### config.mk
export PLATFORM = sky130hd
export DESIGN_NAME = tanh_pair_scheduler
export DESIGN_NICKNAME = d
export VERILOG_FILES = /design/src/rtl/tanh_pkg.sv /design/src/rtl/tanh_pair_fifo.sv /design/src/rtl/tanh_pair_scheduler.sv
export SDC_FILE = /design/constraint.sdc
export NUM_CORES = 1
export LEC_CHECK = 0
export ABC_AREA = 1
export CORE_ASPECT_RATIO = 2
export CORE_UTILIZATION = 60
export DETAILED_ROUTE_END_ITERATION = 10
export PLACE_DENSITY = 0.89
export SLEW_MARGIN = 20
export SYNTH_ARGS = -nofsm -noshare
export SYNTH_HDL_FRONTEND = slang
export SYNTH_SLANG_ARGS = --single-unit
export TNS_END_PERCENT = 10
### constraint.sdc
create_clock -name clk -period 4.8 [get_ports clk]
set_input_delay 1.2 -clock clk [delete_from_list [all_inputs] [get_ports clk]]
set_output_delay 1.2 -clock clk [all_outputs]
set_load 0.01 [all_outputs]
### src/rtl/tanh_pkg.sv
// Shared types for the 2-lane Q5.11 tanh scheduler: operand width, the
// buffered pair-entry layout and the packer state encoding.
package tanh_pkg;

  localparam int Q_W = 16;
  localparam logic signed [Q_W-1:0] Q_ONE = 16'sd2048;

  // mask[0]/last[0] belong to lane 0, mask[1]/last[1] to lane 1
  typedef struct packed {
    logic [Q_W-1:0] y0;
    logic [Q_W-1:0] y1;
    logic [1:0]     mask;
    logic [1:0]     last;
  } pair_t;

  localparam int PAIR_W = $bits(pair_t);

  typedef enum logic {
    ST_IDLE = 1'b0,
    ST_HALF = 1'b1
  } pack_state_t;

endpackage

### src/rtl/tanh_pair_fifo.sv
// Show-ahead FIFO of pair entries with an occupancy count; the head entry is
// visible on rd_data whenever the FIFO is not empty.
module tanh_pair_fifo
  import tanh_pkg::*;
#(
  parameter int DEPTH = 4,
  parameter int CW    = $clog2(DEPTH + 1)
) (
  input  logic              clk,
  input  logic              rst_n,
  input  logic              wr_en,
  input  logic [PAIR_W-1:0] wr_data,
  input  logic              rd_en,
  output logic [PAIR_W-1:0] rd_data,
  output logic [CW-1:0]     count,
  output logic              empty
);

  localparam int AW = (DEPTH > 1) ? $clog2(DEPTH) : 1;

  logic [PAIR_W-1:0] mem [DEPTH];
  logic [AW-1:0]     wr_ptr_reg, rd_ptr_reg;
  logic [CW-1:0]     count_reg;
  logic              do_wr, do_rd;

  // Pointers wrap explicitly so DEPTH need not be a power of two
  function automatic logic [AW-1:0] ptr_inc(input logic [AW-1:0] p);
    return (p == AW'(DEPTH - 1)) ? '0 : p + 1'b1;
  endfunction

  assign empty   = (count_reg == '0);
  assign do_wr   = wr_en && (count_reg != CW'(DEPTH));
  assign do_rd   = rd_en && !empty;
  assign rd_data = mem[rd_ptr_reg];
  assign count   = count_reg;

  always_ff @(posedge clk) begin
    if (do_wr) mem[wr_ptr_reg] <= wr_data;
  end

  always_ff @(posedge clk or negedge rst_n) begin
    if (!rst_n) begin
      wr_ptr_reg <= '0;
      rd_ptr_reg <= '0;
      count_reg  <= '0;
    end else begin
      if (do_wr) wr_ptr_reg <= ptr_inc(wr_ptr_reg);
      if (do_rd) rd_ptr_reg <= ptr_inc(rd_ptr_reg);
      case ({do_wr, do_rd})
        2'b10:   count_reg <= count_reg + 1'b1;
        2'b01:   count_reg <= count_reg - 1'b1;
        default: ;
      endcase
    end
  end

endmodule

### src/rtl/tanh_pair_scheduler.sv
// Packs a scalar element stream into lane pairs for the fixed-latency tanh
// datapath, tracks in-flight pairs against buffer credits, and unpacks results.
module tanh_pair_scheduler
  import tanh_pkg::*;
#(
  parameter int LAT        = 3,
  parameter int FIFO_DEPTH = 4,
  parameter int FLUSH_CYC  = 8
) (
  input  logic        clk,
  input  logic        rst_n,
  input  logic        s_valid,
  output logic        s_ready,
  input  logic [15:0] s_data,
  input  logic        s_last,
  output logic [15:0] dp_x0,
  output logic [15:0] dp_x1,
  output logic        dp_valid,
  input  logic [15:0] dp_y0,
  input  logic [15:0] dp_y1,
  input  logic        dp_valid_out,
  output logic        m_valid,
  input  logic        m_ready,
  output logic [15:0] m_data,
  output logic        m_last,
  output logic        busy,
  output logic        err
);

  localparam int CW = $clog2(FIFO_DEPTH + 1);
  localparam int TW = (FLUSH_CYC > 1) ? $clog2(FLUSH_CYC) : 1;
  localparam logic [TW-1:0] TIMEOUT = TW'(FLUSH_CYC - 1);

  typedef struct packed {
    logic       valid;
    logic [1:0] mask;
    logic [1:0] last;
  } trk_t;

  pack_state_t       state_reg, state_next;
  logic [Q_W-1:0]    held_reg, held_next;
  logic [TW-1:0]     timer_reg, timer_next;
  logic              issue;
  logic [Q_W-1:0]    iss_x0, iss_x1;
  logic [1:0]        iss_mask, iss_last;
  logic [1:0]        dp_mask_reg, dp_last_reg;
  trk_t              trk_reg [LAT];
  trk_t              trk_tail;
  logic [CW-1:0]     inflight_reg, fifo_count;
  logic [CW:0]       used;
  logic              free_ok, accept, fifo_wr, fifo_rd, fifo_empty, sel_reg;
  logic [PAIR_W-1:0] fifo_rd_data;
  pair_t             wr_pair, head;

  // Credits cover both buffered pairs and pairs whose results are still owed
  assign used    = (CW+1)'(fifo_count) + (CW+1)'(inflight_reg);
  assign free_ok = used < (CW+1)'(FIFO_DEPTH);
  assign s_ready = free_ok;
  assign accept  = s_valid && free_ok;

  always_comb begin
    state_next = state_reg;
    held_next  = held_reg;
    timer_next = timer_reg;
    issue      = 1'b0;
    iss_x0     = '0;
    iss_x1     = '0;
    iss_mask   = 2'b00;
    iss_last   = 2'b00;
    unique case (state_reg)
      ST_IDLE: begin
        if (accept) begin
          if (s_last) begin
            issue    = 1'b1;
            iss_x0   = s_data;
            iss_mask = 2'b01;
            iss_last = 2'b01;
          end else begin
            held_next  = s_data;
            timer_next = '0;
            state_next = ST_HALF;
          end
        end
      end
      ST_HALF: begin
        // A partner arriving in the timeout cycle beats the flush
        if (accept) begin
          issue      = 1'b1;
          iss_x0     = held_reg;
          iss_x1     = s_data;
          iss_mask   = 2'b11;
          iss_last   = {s_last, 1'b0};
          state_next = ST_IDLE;
        end else if (timer_reg == TIMEOUT) begin
          if (free_ok) begin
            issue      = 1'b1;
            iss_x0     = held_reg;
            iss_mask   = 2'b01;
            state_next = ST_IDLE;
          end
        end else begin
          timer_next = timer_reg + 1'b1;
        end
      end
      default: state_next = ST_IDLE;
    endcase
  end

  always_ff @(posedge clk or negedge rst_n) begin
    if (!rst_n) begin
      state_reg   <= ST_IDLE;
      held_reg    <= '0;
      timer_reg   <= '0;
      dp_x0       <= '0;
      dp_x1       <= '0;
      dp_valid    <= 1'b0;
      dp_mask_reg <= 2'b00;
      dp_last_reg <= 2'b00;
    end else begin
      state_reg   <= state_next;
      held_reg    <= held_next;
      timer_reg   <= timer_next;
      dp_x0       <= iss_x0;
      dp_x1       <= iss_x1;
      dp_valid    <= issue;
      dp_mask_reg <= iss_mask;
      dp_last_reg <= iss_last;
    end
  end

  // Counted from the issuing edge so the pair is charged while dp_valid is high
  always_ff @(posedge clk or negedge rst_n) begin
    if (!rst_n) begin
      inflight_reg <= '0;
    end else begin
      case ({issue, dp_valid_out && (inflight_reg != '0)})
        2'b10:   inflight_reg <= inflight_reg + 1'b1;
        2'b01:   inflight_reg <= inflight_reg - 1'b1;
        default: ;
      endcase
    end
  end

  always_ff @(posedge clk or negedge rst_n) begin
    if (!rst_n) begin
      for (int i = 0; i < LAT; i++) trk_reg[i] <= '0;
      err <= 1'b0;
    end else begin
      trk_reg[0] <= {dp_valid, dp_mask_reg, dp_last_reg};
      for (int i = 1; i < LAT; i++) trk_reg[i] <= trk_reg[i-1];
      if (dp_valid_out != trk_tail.valid) err <= 1'b1;
    end
  end

  assign trk_tail     = trk_reg[LAT-1];
  assign fifo_wr      = dp_valid_out && trk_tail.valid;
  assign wr_pair.y0   = dp_y0;
  assign wr_pair.y1   = dp_y1;
  assign wr_pair.mask = trk_tail.mask;
  assign wr_pair.last = trk_tail.last;

  tanh_pair_fifo #(
    .DEPTH (FIFO_DEPTH)
  ) u_fifo (
    .clk     (clk),
    .rst_n   (rst_n),
    .wr_en   (fifo_wr),
    .wr_data (wr_pair),
    .rd_en   (fifo_rd),
    .rd_data (fifo_rd_data),
    .count   (fifo_count),
    .empty   (fifo_empty)
  );

  assign head    = pair_t'(fifo_rd_data);
  assign m_valid = !fifo_empty;
  assign m_data  = m_valid ? (sel_reg ? head.y1 : head.y0) : '0;
  assign m_last  = m_valid && (sel_reg ? head.last[1] : head.last[0]);
  // Pop after lane 1 of a full pair, or straight away for a lone lane 0
  assign fifo_rd = m_valid && m_ready && (sel_reg || (head.mask != 2'b11));

  always_ff @(posedge clk or negedge rst_n) begin
    if (!rst_n) begin
      sel_reg <= 1'b0;
    end else if (m_valid && m_ready) begin
      sel_reg <= !sel_reg && (head.mask == 2'b11);
    end
  end

  assign busy = (state_reg == ST_HALF) || (inflight_reg != '0) || !fifo_empty;

endmodule

* After elaboration in Yosys (flattened, before gate mapping)
Memories as Yosys holds them, arrays and structs flattened. Index checks and enable logic that the tools add are counted.
Word-level totals: flip-flop bits (word level) 84, RAM bits 144, input bits 54, output and inout port bits 54, logic and storage cells 112, memories 1
Operators by class: add/subtract/negate cells 8, $lt $le $gt $ge 1, eq/ne operators 15, multiplexer cells 42, bitwise gates (word level) 2, reductions and logical operators 20
Memory list:
- u_fifo.mem | words 4, width 36, read ports 1, clocked after Yosys merged registers in 0, write ports 1, line tanh_pair_fifo.sv:21 | logic [PAIR_W-1:0] mem [DEPTH];
Operator list (count):
- $mux W16 | 9
- $pmux W16 S2 | 1
- $pmux W3 S2 | 3
- $mux W1 | 17
- $mux W3 | 4
- $eq A2 B2 Y1 const B | 5
- $ne A2 B2 Y1 const B | 5
- $add A3 B1 Y3 const B | 3
- $logic_and A1 B1 Y1 | 9
- $mux W2 | 4
- $pmux W2 S2 | 2
- $sub A3 B1 Y3 const B | 2
- $add A2 B1 Y2 const B | 2
- $add A3 B3 Y4 | 1
- $eq A2 B1 Y1 const B | 2
- $lt A4 B3 Y1 const B | 1
- $pmux W1 S2 | 2
- $reduce_and A4 Y1 | 1
- $reduce_bool A2 Y1 | 2
- $eq A3 B3 Y1 const B | 1
- $logic_not A3 Y1 | 1
- $logic_or A1 B1 Y1 | 3
- $ne A3 B3 Y1 const B | 1
- $reduce_and A3 Y1 | 1
- other kinds (4) | 6

* Depth between registers and ports, before layout
Gate-level depths: netlist of the first run.
word-level depth 8, depth in mapped cells 14, mapped depth without buffers 13

* Cells and area by module
From an unflattened synthesis of the first run, not the netlist that was laid out.
Second synthesis, totals: cells, all modules 778, area, all modules 9087.5 sq um
By module, submodules not included:
- tanh_pair_fifo | times used 1, cells an instance 479, area an instance 6198.4 sq um, seq. area each 4499.3 sq um
- tanh_pair_scheduler | times used 1, cells an instance 299, area an instance 2889.0 sq um, seq. area each 1826.8 sq um

* Least setup slack after synthesis of the first run
OpenSTA, ideal clock, no wires.
path kind input-to-reg, start point input dp_valid_out, end point memory u_fifo.mem[0][0] (netlist bit), enable pin, data arrival time 3012 ps, path slack 1359 ps, stages on the path 3, cells stage by stage ha_1 -> o31ai_2 -> nor2_1
Between the ends: word-level cells in the longest chain between the ends 4
Ends and longest elaborated chain:
- start: declaration | line tanh_pair_scheduler.sv:21 | input logic dp_valid_out,
- $logic_and A1 B1 Y1 | line tanh_pair_scheduler.sv:156 | assign fifo_wr = dp_valid_out && trk_tail.valid;
- $logic_and A1 B1 Y1 | line tanh_pair_fifo.sv:32 | assign do_wr = wr_en && (count_reg != CW'(DEPTH));
- $mux W1 | line tanh_pair_fifo.sv:38 | if (do_wr) mem[wr_ptr_reg] <= wr_data;
- $mux W1 (not written as such) | line tanh_pair_fifo.sv:38
- end: declaration | line tanh_pair_fifo.sv:21
No other way between the ends.

* Final worst setup path of the first run
start point register u_fifo.rd_ptr_reg[0], end point output m_data[6]
Between the ends: word-level cells in the longest chain between the ends 3
Ends and longest elaborated chain:
- start: declaration | line tanh_pair_fifo.sv:22 | logic [AW-1:0] wr_ptr_reg, rd_ptr_reg;
- start signal: assignment | line tanh_pair_fifo.sv:48 | if (do_rd) rd_ptr_reg <= ptr_inc(rd_ptr_reg);
- $mem_v2 Z4 W36
- $mux W16 (2 in series) | line tanh_pair_scheduler.sv:177 | assign m_data = m_valid ? (sel_reg ? head.y1 : head.y0) : '0;
- end: declaration | line tanh_pair_scheduler.sv:24 | output logic [15:0] m_data,
No other way between the ends.

==> results by group, run 1 <==
Outcome
  – Outcome: completed

Worst setup path
  – Nature of the critical path endpoint: output port
  – Worst Setup Path Type: reg2out
  – Crit Path Max Fanout: 73
  – Critical Path Source Type: flop
  – Crit path DAT: 2.91 ns
  – CP required: 3.60 ns

Place
  – Cell Area, Placed: 10000 um^2
  – Port bufs: 107
  – Routability-driven placement congestion ratio: 0.791
  – DPL Wire Length: 11.7 mm

Synth
  – Unique masters post-synth: 34
  – Cells after Synth: 732
  – YS warnings: 0
  – Mapped Area: 8800 um^2
  – Mapped Nets: 800
  – EDFF count, synth: 144
  – Post-synthesis sequential area ratio: 71.9%
  – FF+latch count, synth: 224
  – Synth Flop Type: edfxtp_1
  – Syn Area/Cell: 12.0 um^2
  – Post-synth ARST share: 35.7%

Global routing
  – Tot GR Track Use: 25.1%
  – Antenna violations before repair: 0
  – First-pass GRT wire length: 28.6 mm
  – Vias in the first global route: 6024
  – Grt ovf: 0
  – Largest net degree at the start of global routing: 81

Die
  – Core area: 14400 um^2
  – Die width: 87.6 um
  – I/O pins: 108
  – Die Y: 173 um
  – Die Footprint: 15200 um^2
  – Rows: 62
  – Initial Utilization: 61.3%

Route
  – WL final: 18.6 mm
  – Routed wire length per instance: 17.9 um
  – Drt first pass iters: 5
  – Via count: 5739
  – 1st-iter DRT viols: 344
  – Drt drc: 0
  – Vias/cell: 5.53
  – Final ANT Viol Nets: 0

Timing
  – Fin crit share: 85.7%
  – Final setup fails: 0
  – FMAX: 0.243 GHz
  – Slew of the pin with the lowest slew margin: 1.07 ns
  – Worst slew margin: 28.4%
  – Total negative slack: 0 ns
  – Slew Viols, Final: 0
  – RSZ-0062 raised after global routing: false
  – Worst Skew: 0.0161 ns
  – Final Hold Viols: 0
  – Fin crit period: 4.11 ns

Power and ir drop
  – Pwr dens: 577 nW/um^2
  – Sw power: 2140 uW
  – Power share of the sequential group: 40.8%
  – Peak supply drop: 473 uV
  – Clock Power Share: 23.8%
  – Switching Share: 35.1%
  – LEAKAGE: 0.00417 uW
  – Internal power: 3970 uW
  – Combinational power share: 35.3%

Flow run
  – Maxcap violations: 0

Hold path
  – Hold Path Class: reg2reg

Finish
  – Design Area, Final: 10600 um^2
  – Layout cell share with drive strength beyond 1: 6.86%
  – Largest Register: u_fifo.mem
  – Area growth, synth to finish: 20.4%
  – # diodes: 0
  – Largest register FFs: 144
  – Nets@finish: 901

Clock network
  – Clk root buf: clkbuf_16
  – Post-CTS Resized: 0
  – CTS Hold Bufs: 0
  – Worst-path clk slew: 0.07 ns
  – Post-CTS Setup Inserts: 0
  – Htree depth: 1
  – CTS Sinks: 224
  – CTS Buffer Depth: 3
  – TritonCTS Buffers: 19
  – Worst skew pair latency: 0.49 ns
  – CTS tree: built
-- Yosys cell counts, types with 2 or more instances --
master    number  area share [%]
o211ai_1      17             1.4
buf_2         13            0.74
fa_1           2            0.45
inv_2          4            0.17
nand2_1       70             3.0
o21ai_1        5            0.28
ha_1          12             1.7
edfxtp_1     144              49
clkbuf_1      16            0.68
xnor2_1        3            0.30
dfrtp_1       80              23
nand3_1       28             1.6
buf_6          2            0.26
nor3_1         3            0.17
inv_1         42             1.8
or2_2          2            0.14
buf_4          4            0.34
nor2_1       149             6.4
nor2_2         2            0.14
o22ai_1       17             1.2
o21ai_0      100             5.7
a21oi_1        5            0.28
-- worst max-delay path: stages (launching register included) --
cell and delay [ns]:
dfrtp_2 0.37, buf_4 0.57, o21ai_0 0.23, o211ai_1 0.38, nand2_1 0.18, nor2_1 0.12, clkdlybuf4s50_1 0.54
-- layout make-up --
class | count | area (um^2)
inverter | 46 | 173
multi-input combinational | 423 | 2110
tap | 192 | 240
sequential | 224 | 6330
fill | 900 | 3750
clock inverter | 15 | 113
clock buffer | 19 | 475
timing repair buffer | 119 | 1160
-- layer usage --
| layer | vias to the layer above | track usage [%] | share of wire [%] |
|---|---|---|---|
| met1 | 2784 | 24.3 | 34 |
| li1 | 2708 | - | - |
| met5 | - | 0 | 0 |
| met2 | 205 | 48.4 | 56 |
| met3 | 42 | 3.81 | 5.7 |
| met4 | 0 | 13.2 | 4.2 |
-- power by group through the flow --
stage / clock [uW] / sequential [uW] / combinational [uW]
after floorplan: 0 / 2490 / 1310
after global placement: 0 / 2520 / 2060
after detailed placement: 0 / 2530 / 2150
after CTS: 1490 / 2490 / 2170
after global routing: 1560 / 2520 / 2400
final: 1460 / 2500 / 2160
-- cells in the final DEF (no fill, tap or decap), types with 2 or more instances in the layout --
cell type        Yosys  layout
nand3_1             28      28
nor2_2               2       2
edfxtp_1           144     144
o211ai_1            17      17
o21ai_1              5       5
o22ai_1             17      17
fa_1                 2       2
nor3_1               3       3
clkdlybuf4s50_1      0     106
nand2_1             70      70
inv_1               42      42
buf_4                4      13
o21ai_0            100     100
inv_2                4       4
inv_6                0       2
ha_1                12      12
a21oi_1              5       5
clkinv_1             0       7
nor2_4               0       4
dfrtp_1             80      79
nor2_1             149     145
clkbuf_16            0      19
clkinvlp_2           0       2
xnor2_1              3       3
or2_2                2       2
-- worst paths after layout --
check                      slack, ns                 start  depth (start not counted)                   end
setup / recovery                0.69  u_fifo.rd_ptr_reg[0]                          6             m_data[6]
hold / removal                  0.35        dp_mask_reg[1]                          0           trk_reg[13]
setup reg to reg                1.94  u_fifo.rd_ptr_reg[0]                         11       u_fifo.count[1]
hold reg to reg                 0.35        dp_mask_reg[1]                          0           trk_reg[13]
max in group asynchronous       3.25                 rst_n                          1  u_fifo.rd_ptr_reg[0]
min in group asynchronous       0.84                 rst_n                          1              dp_x1[4]
-- metrics by stage --
stage | cells | power (uW) | setup WS [ns] | hold WS, ns | utilization [%]
global placement | 1004 | 4580 | 1.30 | 0.332 | 69.8
CTS | 1038 | 6150 | 0.681 | 0.345 | 73.9
floorplan | 732 | 3800 | 1.36 | 0.331 | -
global route | 1038 | 6480 | 0.580 | 0.349 | 73.9
detailed placement | 1004 | 4680 | 1.21 | 0.336 | 69.8
finish | 1038 | 6110 | 0.686 | 0.346 | 73.9
-- logic make-up after synthesis --
group,after synthesis,synth area share [%]
xor gates and xnor gates,4,0.398
and+or+nand+nor,260,12.0
adders and majority gates,14,2.16
AOI/OAI and AO/OA,145,9.05
DFF,224,71.9
buffers and inverters,85,4.48
(Power assumes the default switching activity.)
==> inputs of run 2 (changes only) <==
--- a/config.mk
+++ b/config.mk
@@ -9,6 +9,7 @@
 export CORE_ASPECT_RATIO = 2
 export CORE_UTILIZATION = 60
 export DETAILED_ROUTE_END_ITERATION = 10
+export MAX_ROUTING_LAYER = met4
 export PLACE_DENSITY = 0.89
 export SLEW_MARGIN = 20
 export SYNTH_ARGS = -nofsm -noshare
==> results by group, run 2 (synthesis results as in run 1) <==
Die
  – Rows: 62
  – Core area: 14400 um^2
  – Initial Utilization: 61.3%
  – Die Footprint: 15200 um^2
  – I/O pins: 108
  – Die width: 87.6 um
  – Die Y: 173 um

Global routing
  – Largest net degree at the start of global routing: 81
  – Tot GR Track Use: 25.8%
  – First-pass GRT wire length: 28.6 mm
  – Antenna violations before repair: 0
  – Grt ovf: 0
  – Vias in the first global route: 6033

Timing
  – Fin crit period: 4.11 ns
  – Fin crit share: 85.7%
  – Worst slew margin: 28.6%
  – RSZ-0062 raised after global routing: false
  – Slew of the pin with the lowest slew margin: 1.07 ns
  – Final Hold Viols: 0
  – Worst Skew: 0.0155 ns
  – Slew Viols, Final: 0
  – FMAX: 0.243 GHz
  – Final setup fails: 0
  – Total negative slack: 0 ns

Place
  – DPL Wire Length: 11.7 mm
  – Cell Area, Placed: 10000 um^2
  – Port bufs: 107
  – Routability-driven placement congestion ratio: 0.802

Worst setup path
  – Reg2Reg Launch Point: u_fifo.rd_ptr_reg[0]
  – Crit Path Max Fanout: 73
  – Flop-to-flop setup slack: 1.95 ns
  – Worst Setup Path Type: reg2out
  – Nature of the critical path endpoint: output port
  – Reg2reg end: u_fifo.count[1]
  – Crit path DAT: 2.91 ns
  – Reg2Reg Depth: 11
  – CP required: 3.60 ns
  – Critical Path Source Type: flop

Route
  – Final ANT Viol Nets: 0
  – Vias/cell: 5.59
  – Drt first pass iters: 5
  – WL final: 18.6 mm
  – Via count: 5801
  – Drt drc: 0
  – Routed wire length per instance: 18.0 um
  – 1st-iter DRT viols: 380

Hold path
  – Hold_sp: dp_mask_reg[1]
  – Hold Path Sink: trk_reg[13]
  – Hold depth: 0
  – Hold Path Class: reg2reg

Clock network
  – CTS Hold Bufs: 0
  – CTS Buffer Depth: 3
  – TritonCTS Buffers: 19
  – Worst-path clk slew: 0.07 ns
  – CTS Sinks: 224
  – CTS tree: built
  – Htree depth: 1
  – Post-CTS Setup Inserts: 0
  – Clk root buf: clkbuf_16
  – Post-CTS Resized: 0
  – Worst skew pair latency: 0.49 ns

Finish
  – Largest register FFs: 144
  – Area growth, synth to finish: 20.4%
  – Design Area, Final: 10600 um^2
  – Most common cell after layout, fill and taps aside: nor2_1
  – # diodes: 0
  – Layout cell share with drive strength beyond 1: 6.86%
  – Commonest cells after routing, fill and taps aside: nor2_1 (145), edfxtp_1 (144), clkdlybuf4s50_1 (106)
  – Fill cells: 900
  – Largest Register: u_fifo.mem
  – Nets@finish: 901

Power and ir drop
  – Pwr dens: 577 nW/um^2
  – LEAKAGE: 0.00417 uW
  – Peak supply drop: 474 uV

Outcome
  – Outcome: completed

Flow run
  – Maxcap violations: 0
[run 2: cell counts in the layout (fill, tap and decap cells not counted)]
No cell type changed its count.
[run 2: final cells by class]
| type | count | area [um^2] | share of cell area [%] |
|---|---|---|---|
| clock buffer | 19 | 475 | 4.49 |
| clock inverter | 15 | 113 | 1.06 |
| inverter | 46 | 173 | 1.63 |
| multi-input combinational | 423 | 2110 | 19.9 |
| sequential | 224 | 6330 | 59.7 |
| tap | 192 | 240 | 2.27 |
| timing repair buffer | 119 | 1160 | 10.9 |
[run 2: metal layers]
metal	GRT usage, %	wire [um]	vias up
met1	24.6	6390	2834
met3	3.38	898	49
li1	-	-	2707
met2	48.3	10600	211
met4	13.2	787	0
met5	-	0	-
[run 2: worst max-delay path by stage]
| stage | endpoint | depth (start not counted) | slack [ns] | start |
|---|---|---|---|---|
| after floorplan | u_fifo.mem[0][0] | 3 | 1.36 | dp_valid_out |
| after global placement | m_data[12] | 7 | 1.30 | u_fifo.rd_ptr_reg[0] |
| after detailed placement | m_data[6] | 6 | 1.21 | u_fifo.rd_ptr_reg[0] |
| after CTS | m_data[6] | 6 | 0.68 | u_fifo.rd_ptr_reg[0] |
| after global routing | m_data[9] | 7 | 0.58 | u_fifo.rd_ptr_reg[0] |
| final | m_data[6] | 6 | 0.69 | u_fifo.rd_ptr_reg[0] |
[run 2: report_power, final]
group          internal, uW  switching, uW  leakage (uW)
registers              2320            173       0.00236
logic                   859           1300       0.00154
clock network           789            670      0.000280
[run 2: stage by stage]
stage | utilization, % | hold slack, ns | cells | setup slack, ns | power [uW]
floorplan | - | 0.331 | 732 | 1.36 | 3800
global placement | 69.8 | 0.332 | 1004 | 1.30 | 4580
detailed placement | 69.8 | 0.336 | 1004 | 1.21 | 4680
CTS | 73.9 | 0.345 | 1038 | 0.681 | 6150
global route | 73.9 | 0.349 | 1038 | 0.578 | 6480
finish | 73.9 | 0.346 | 1038 | 0.689 | 6120
[run 2: critical path, cell delays in order (launching register included)]
cell and delay, ns:
dfrtp_2 0.37, buf_4 0.58, o21ai_0 0.23, o211ai_1 0.38, nand2_1 0.18, nor2_1 0.12, clkdlybuf4s50_1 0.54
==> inputs of run 3 (changes only) <==
--- a/config.mk
+++ b/config.mk
@@ -6,11 +6,14 @@
 export NUM_CORES = 1
 export LEC_CHECK = 0
 export ABC_AREA = 1
+export CAP_MARGIN = 5
+export CELL_PAD_IN_SITES_DETAIL_PLACEMENT = 1
+export CELL_PAD_IN_SITES_GLOBAL_PLACEMENT = 2
 export CORE_ASPECT_RATIO = 2
-export CORE_UTILIZATION = 60
+export CORE_UTILIZATION = 40
 export DETAILED_ROUTE_END_ITERATION = 10
 export MAX_ROUTING_LAYER = met4
-export PLACE_DENSITY = 0.89
+export PLACE_DENSITY = 0.88
 export SLEW_MARGIN = 20
 export SYNTH_ARGS = -nofsm -noshare
 export SYNTH_HDL_FRONTEND = slang
==> results by group, run 3 (synthesis results as in run 1) <==
Outcome
  – Outcome: completed

Route
  – WL final: 21.1 mm
  – Drt drc: 0
  – Final ANT Viol Nets: 0
  – Vias/cell: 5.09
  – Routed wire length per instance: 18.8 um
  – Via count: 5702
  – Drt first pass iters: 4
  – 1st-iter DRT viols: 243

Timing
  – Slew of the pin with the lowest slew margin: 0.958 ns
  – Fin crit period: 3.96 ns
  – Total negative slack: 0 ns
  – Worst Skew: 0.0101 ns
  – Hold slack: 0.350 ns
  – Final setup fails: 0
  – Slew Viols, Final: 0
  – Worst slew margin: 36.0%
  – FMAX: 0.253 GHz
  – RSZ-0062 raised after global routing: false
  – Fin crit share: 82.4%
  – Final Hold Viols: 0

Worst setup path
  – Worst Setup Path Type: reg2out
  – Reg2Reg Depth: 11
  – Worst setup path start: u_fifo.rd_ptr_reg[0]
  – Reg2Reg Launch Point: u_fifo.rd_ptr_reg[0]
  – Critical Path Source Type: flop
  – Reg2reg end: u_fifo.count[1]
  – Nature of the critical path endpoint: output port
  – Flop-to-flop setup slack: 2.15 ns
  – Crit path DAT: 2.76 ns
  – CP endpoint: m_data[2]
  – CP required: 3.60 ns
  – Crit Path Max Fanout: 73

Clock network
  – CTS Sinks: 224
  – CTS Buffer Depth: 3
  – Htree depth: 1
  – Worst skew pair latency: 0.49 ns
  – CTS Hold Bufs: 0
  – Post-CTS Resized: 0
  – CTS tree: built
  – Clk root buf: clkbuf_16
  – TritonCTS Buffers: 19
  – Worst-path clk slew: 0.07 ns
  – Post-CTS Setup Inserts: 0

Global routing
  – Tot GR Track Use: 20.2%
  – Vias in the first global route: 6379
  – Grt ovf: 0
  – Antenna violations before repair: 0
  – First-pass GRT wire length: 33.8 mm
  – Largest net degree at the start of global routing: 81

Power and ir drop
  – Clock Power Share: 22.6%
  – Switching Share: 35.2%
  – Combinational power share: 36.4%
  – Sw power: 2130 uW
  – LEAKAGE: 0.00417 uW
  – Power share of the sequential group: 40.9%
  – Internal power: 3920 uW
  – Peak supply drop: 280 uV
  – Pwr dens: 566 nW/um^2

Finish
  – Layout cell share with drive strength beyond 1: 7.19%
  – Final Util: 49.5%
  – # diodes: 0
  – Most common cell after layout, fill and taps aside: nor2_1
  – Commonest cells after routing, fill and taps aside: nor2_1 (145), edfxtp_1 (144), clkdlybuf4s50_1 (106)
  – Area growth, synth to finish: 21.4%
  – Nets@finish: 905
  – Largest Register: u_fifo.mem
  – Largest register FFs: 144
  – Fill cells: 2264

Die
  – Core area: 21600 um^2
  – Die Y: 212 um
  – Die width: 107 um
  – Initial Utilization: 40.8%
  – Rows: 76
  – I/O pins: 108
  – Die Footprint: 22600 um^2

Flow run
  – Maxcap violations: 0

Place
  – DPL Wire Length: 14.0 mm
  – Port bufs: 107
  – Routability-driven placement congestion ratio: 0.735

Hold path
  – Hold Path Class: reg2reg
## run 3: cell types whose count changed in the layout (fill, tap and decap cells not counted)
cell,before,now
buf_4,13,16
clkinv_1,7,5
clkinv_2,1,3
clkinvlp_2,2,4
inv_6,2,0
buf_6,0,1
bufinv_16,1,0
clkbuf_1,0,1
clkinvlp_4,1,0
inv_12,1,0
o31ai_2,1,0
o31ai_4,0,1
## run 3: layer usage
metal | vias to the layer above | wire length (um) | share of wire (%) | track usage (%)
li1 | 2715 | - | - | -
met1 | 2838 | 7600 | 36 | 20.3
met2 | 120 | 12200 | 58 | 39.1
met4 | 0 | 492 | 2.3 | 6.09
met3 | 29 | 803 | 3.8 | 2.86
met5 | - | 0 | 0 | -
## run 3: power groups by stage
stage	Sequential (uW)	Combinational, uW	Clock (uW)
after global routing	2510	2490	1470
after CTS	2480	2260	1420
after floorplan	2490	1310	0
final	2480	2200	1370
after global placement	2500	2200	0
after detailed placement	2510	2250	0
## run 3: area by class of cell
cell class | count | area [um^2] | share of cell area [%]
clock buffer | 20 | 479 | 4.48
sequential | 224 | 6330 | 59.2
tap | 273 | 342 | 3.20
timing repair buffer | 123 | 1190 | 11.2
inverter | 46 | 173 | 1.62
clock inverter | 12 | 53.8 | 0.503
multi-input combinational | 423 | 2120 | 19.8
## run 3: metrics by stage
stage	worst slack [ns]	cell area, um^2	power [uW]	instances
2_1_floorplan	1.36	8800	3800	732
3_3_place_gp	1.35	10100	4700	1089
3_5_place_dp	1.32	10100	4760	1089
4_1_cts	0.798	10700	6150	1121
5_1_grt	0.647	10700	6460	1121
6_report	0.843	10700	6050	1121
## run 3: critical path: stages, from the launching register on
cell and delay [ns]:
dfrtp_2 0.36, buf_4 0.58, nor2_1 0.15, nor2_1 0.13, o21ai_0 0.10, o211ai_1 0.09, nand2_1 0.12, nor2_1 0.16
clkdlybuf4s50_1 0.56
## run 3: worst min-delay path by stage
stage	slack, ns	startpoint	endpoint	cells past startpoint
4_1_cts	0.35	trk_reg[5]	trk_reg[0]	0
6_report	0.35	dp_mask_reg[1]	trk_reg[13]	0
3_5_place_dp	0.34	trk_reg[5]	trk_reg[0]	0
2_1_floorplan	0.33	trk_reg[5]	trk_reg[0]	0
3_3_place_gp	0.33	trk_reg[11]	trk_reg[6]	0
5_1_grt	0.36	trk_reg[13]	trk_reg[8]	0
